## config.mk

```make
export PLATFORM = sky130hd
export DESIGN_NAME = dram_arbiter
export DESIGN_NICKNAME = d
export VERILOG_FILES = /design/src/rtl/dram_arbiter.sv
export SDC_FILE = /design/constraint.sdc
export NUM_CORES = 1
export LEC_CHECK = 0
export ABC_AREA = 1
export CORE_ASPECT_RATIO = 2
export CORE_MARGIN = 5
export CORE_UTILIZATION = 44
export CTS_CLUSTER_SIZE = 14
export DETAILED_ROUTE_END_ITERATION = 8
export PLACE_DENSITY_LB_ADDON = 0.08
export SETUP_SLACK_MARGIN = 0.1
export SYNTH_ARGS = -nofsm -noshare
export SYNTH_HDL_FRONTEND = slang
export SYNTH_SLANG_ARGS = --single-unit
```

## constraint.sdc

```tcl
create_clock -name clk -period 4.1 [get_ports clk]
set_input_delay 0.41 -clock clk [delete_from_list [all_inputs] [get_ports clk]]
set_output_delay 0.41 -clock clk [all_outputs]
set_load 0.02 [all_outputs]
```

## src/rtl/dram_arbiter.sv

```systemverilog
// Two-port (CPU / debug) arbiter in front of a single-port data RAM.
// One transfer at a time: IDLE -> ISSUE -> (WAIT x RD_LAT for reads) -> IDLE.
module dram_arbiter #(
  parameter int ARB_MODE = 0,
  parameter int RD_LAT   = 1
) (
  input  logic       clk,
  input  logic       rst,
  input  logic       i_c_req,
  input  logic       i_c_we,
  input  logic [7:0] i_c_addr,
  input  logic [7:0] i_c_wdata,
  output logic       o_c_gnt,
  output logic       o_c_rvalid,
  output logic [7:0] o_c_rdata,
  input  logic       i_d_req,
  input  logic       i_d_we,
  input  logic [7:0] i_d_addr,
  input  logic [7:0] i_d_wdata,
  output logic       o_d_gnt,
  output logic       o_d_rvalid,
  output logic [7:0] o_d_rdata,
  output logic [7:0] o_ram_addr,
  output logic [7:0] o_ram_data,
  output logic       o_ram_wren,
  input  logic [7:0] i_ram_q,
  output logic       o_busy
);

  typedef enum logic [1:0] {IDLE, ISSUE, WAIT} state_t;

  state_t     r_state;
  logic       r_last_d;
  logic       r_win_d;
  logic       r_we;
  logic [1:0] r_wait_cnt;
  logic       r_c_gnt, r_d_gnt, r_c_rvalid, r_d_rvalid, r_ram_wren, r_busy;
  logic [7:0] r_c_rdata, r_d_rdata, r_ram_addr, r_ram_data;

  logic       w_pick_d;
  logic       w_we;
  logic [7:0] w_addr;
  logic [7:0] w_wdata;

  // Tie-break: round-robin flips away from the last grant, fixed mode favours CPU.
  always_comb begin
    w_pick_d = i_d_req;
    if (i_c_req && i_d_req)
      w_pick_d = (ARB_MODE == 0) ? ~r_last_d : 1'b0;
    w_we    = w_pick_d ? i_d_we    : i_c_we;
    w_addr  = w_pick_d ? i_d_addr  : i_c_addr;
    w_wdata = w_pick_d ? i_d_wdata : i_c_wdata;
  end

  always_ff @(posedge clk or posedge rst) begin
    if (rst) begin
      r_state    <= IDLE;
      r_last_d   <= 1'b1;
      r_win_d    <= 1'b0;
      r_we       <= 1'b0;
      r_wait_cnt <= 2'd0;
      r_c_gnt    <= 1'b0;
      r_d_gnt    <= 1'b0;
      r_c_rvalid <= 1'b0;
      r_d_rvalid <= 1'b0;
      r_ram_wren <= 1'b0;
      r_busy     <= 1'b0;
      r_c_rdata  <= 8'h00;
      r_d_rdata  <= 8'h00;
      r_ram_addr <= 8'h00;
      r_ram_data <= 8'h00;
    end else begin
      r_c_gnt    <= 1'b0;
      r_d_gnt    <= 1'b0;
      r_c_rvalid <= 1'b0;
      r_d_rvalid <= 1'b0;
      case (r_state)
        IDLE: begin
          if (i_c_req || i_d_req) begin
            r_state    <= ISSUE;
            r_busy     <= 1'b1;
            r_win_d    <= w_pick_d;
            r_last_d   <= w_pick_d;
            r_c_gnt    <= ~w_pick_d;
            r_d_gnt    <= w_pick_d;
            r_ram_addr <= w_addr;
            r_ram_data <= w_wdata;
            r_ram_wren <= w_we;
            r_we       <= w_we;
          end
        end
        ISSUE: begin
          r_ram_wren <= 1'b0;
          if (r_we) begin
            r_state <= IDLE;
            r_busy  <= 1'b0;
          end else begin
            r_state    <= WAIT;
            r_wait_cnt <= 2'(RD_LAT - 1);
          end
        end
        WAIT: begin
          if (r_wait_cnt == 2'd0) begin
            r_state <= IDLE;
            r_busy  <= 1'b0;
            if (r_win_d) begin
              r_d_rdata  <= i_ram_q;
              r_d_rvalid <= 1'b1;
            end else begin
              r_c_rdata  <= i_ram_q;
              r_c_rvalid <= 1'b1;
            end
          end else begin
            r_wait_cnt <= r_wait_cnt - 2'd1;
          end
        end
        default: r_state <= IDLE;
      endcase
    end
  end

  assign o_c_gnt    = r_c_gnt;
  assign o_d_gnt    = r_d_gnt;
  assign o_c_rvalid = r_c_rvalid;
  assign o_d_rvalid = r_d_rvalid;
  assign o_c_rdata  = r_c_rdata;
  assign o_d_rdata  = r_d_rdata;
  assign o_ram_addr = r_ram_addr;
  assign o_ram_data = r_ram_data;
  assign o_ram_wren = r_ram_wren;
  assign o_busy     = r_busy;

endmodule

```

==> run metrics <==
status=completed; post-DP HPWL=3.71 mm; die width=58.7 um; Root Buffer=clkbuf_8; Cells after DPL=357; critical path launch point type=register; Setup WS pre-CTS=2.32 ns; Final nets=361; Clock Tree Buf Depth=2; Critical Path RT=3.69 ns; Avg Cell Area, Syn=9.26 um^2; Least-Margin Pin Slew=0.922 ns; largest net degree at the start of global routing=46; Cell Count, Final, Fillers Out=365; CTS tree=yes; crit-path cells=clkdlybuf4s50_1; ys flop type=dfrtp_1; Yosys top cell area share=0.529; antenna cells=0; most common cell in the netlist=nand2_1; final-report hold violation count=0; Post-synth EDFFs=0; area of the mapped netlist=2080 um^2; vias in the first global route=1782; DRT iter0 DRCs=44; CTS Buf Count=5; clock transition at the registers of the reported paths=0.08 ns; gr ovfl total=0; crit share post-route=0.419; Cell variety after synth=26; max_slew headroom=0.384; setup TNS=0 ns; via-per-instance ratio=4.74; Cells after Synth=225; top cells by count, synth=nand2_1 (69), dfrtp_1 (44), inv_1 (22); fillers=402; Hold WS=0.474 ns; CP Capture Type=output port; FF+latch count, synth=45; total number of vias=1730; area of the multi-input gates=796 um^2; clock sink count=45; Die Span Y=107 um; setup ws final=2.38 ns; P&R area growth vs syn=45.2%; die area=6290 um^2; CP top delay family=buffers and inverters; antenna-violating nets left=0; CP peak stage delay=0.66 ns; critical path class=register to output port; routed wire length=4.93 mm; layout cell share with drive strength beyond 1=0.132; Fmax=582 MHz; syn nets=277; io pins=84; Worst path slowest cell=clkdlybuf4s50_1; Starting Density=0.453; gr usage total=0.168; antenna violations before repair=0; core area=4600 um^2; Max Slew Vio Count=0; post-DR wirelength/cell=13.5 um; worst path arrival time=1.31 ns; Max IR drop VDD=0.443 mV; Buf+Inv Stages, Crit Path=1; final RePlAce weighted congestion=0.780; drt first pass iters=4; PD cells=731 nW/um^2; first-pass GRT wire length=8.01 mm; Clock Latency Late Sink=0.29 ns; Crit Path Max Fanout=2; unrepaired setup endpoints after global routing=no; ys async rst share=1.00; post-CTS setup buffer count=0; Resize count post-CTS=0; Ys Warns=0; H-Tree Depth=2; Leak=0.00147 uW; hold_buf cts=0; FP Rows=35; top cells by area, synth=dfrtp_1 (53%), nand2_1 (12%), nand3_2 (4.3%); max-cap check violation count=0; drc violations=0; Hold WC Path Type=register to register; fin crit period=1.72 ns; I/O Buffers=83; Reg area=1130 um^2; register area share after synthesis=0.541; Worst Skew=0.00547 ns; Util after Layout=0.658; cell taking the most area after synthesis=dfrtp_1; final setup vio count=0
## worst register-to-register path, stage by stage, from the launching register on
cell and delay [ns]:
dfrtp_1 0.41, inv_1 0.16, ha_1 0.22, inv_1 0.05
nor2_1 0.31, a21oi_1 0.18, nand3b_1 0.12, nand2_1 0.06
## logic make-up after synthesis
kind of cell,share of synthesized area
compound gates,0.0799
fa+ha+maj,0.0360
buf+inv,0.0769
flops,0.541
simple gates,0.266
## state kept, by name (all words and copies together), names as in the netlist
register,cells
o_c_rdata,8
o_d_rdata,8
o_ram_addr,8
o_ram_data,8
r_state,2
r_wait_cnt,2
o_busy,1
o_c_gnt,1
o_c_rvalid,1
o_d_gnt,1
o_d_rvalid,1
o_ram_wren,1
r_last_d,1
r_we,1
r_win_d,1
## final timing paths
path                                                 from                        end  slack [ns]  cells after the start
worst max-delay path            o_ram_addr[3]$_DFFE_PP0P_              o_ram_addr[3]        2.38                      1
worst min-delay path                   o_busy$_DFFE_PP0P_         o_busy$_DFFE_PP0P_        0.47                      2
worst max register to register     r_state[0]$_DFFE_PP0P_     r_state[1]$_DFFE_PP0P_        2.49                      7
worst min register to register         o_busy$_DFFE_PP0P_         o_busy$_DFFE_PP0P_        0.47                      2
max in group asynchronous                             rst  o_ram_data[6]$_DFFE_PP0P_        2.89                      2
min in group asynchronous                             rst  o_ram_addr[2]$_DFFE_PP0P_        0.64                      2
## layer usage
metal | global-route usage | wire length [um]
met1 | 0.181 | 1850
met2 | 0.299 | 2660
met3 | 0.0420 | 301
met4 | 0.0729 | 119
met5 | 0 | 0
## cell usage in the layout (no fill, tap or decap)
cell and n:
nor2_1 10, nand3b_1 1, dfstp_2 1, inv_1 21, nand3_2 9, nor2_8 1
o21ai_1 9, nand3_1 5, nand2_1 69, o22ai_1 1, nor2_4 1, o21ai_0 15
inv_2 4, nand2_2 12, o211ai_1 1, dfrtp_1 44, a21oi_1 4, inv_4 1
clkinv_2 1, clkdlybuf4s50_1 83, clkbuf_8 7, o22ai_2 1, ha_1 6, nand2_4 2
nor2_2 1
## stage by stage
stage          instance area [um^2]  power (uW)
6_report                       3020        2210
5_1_grt                        3020        2370
4_1_cts                        3020        2240
3_5_place_dp                   2920        1940
3_3_place_gp                   2920        1920
2_1_floorplan                  2080        1450
## final cells by class
type | instances | share of cell area
flip-flops and latches | 45 | 0.373
repair buffers | 83 | 0.275
multi-input cells | 148 | 0.263
inverters | 26 | 0.0331
clock buffers | 7 | 0.0319
well taps | 55 | 0.0228
clock inverters | 1 | 0.00165
## power breakdown
part / internal, uW / switching, uW
Clock: 152 / 144
Combinational: 518 / 632
Sequential: 650 / 114
No activity file was read; power rests on OpenSTA's default activity.
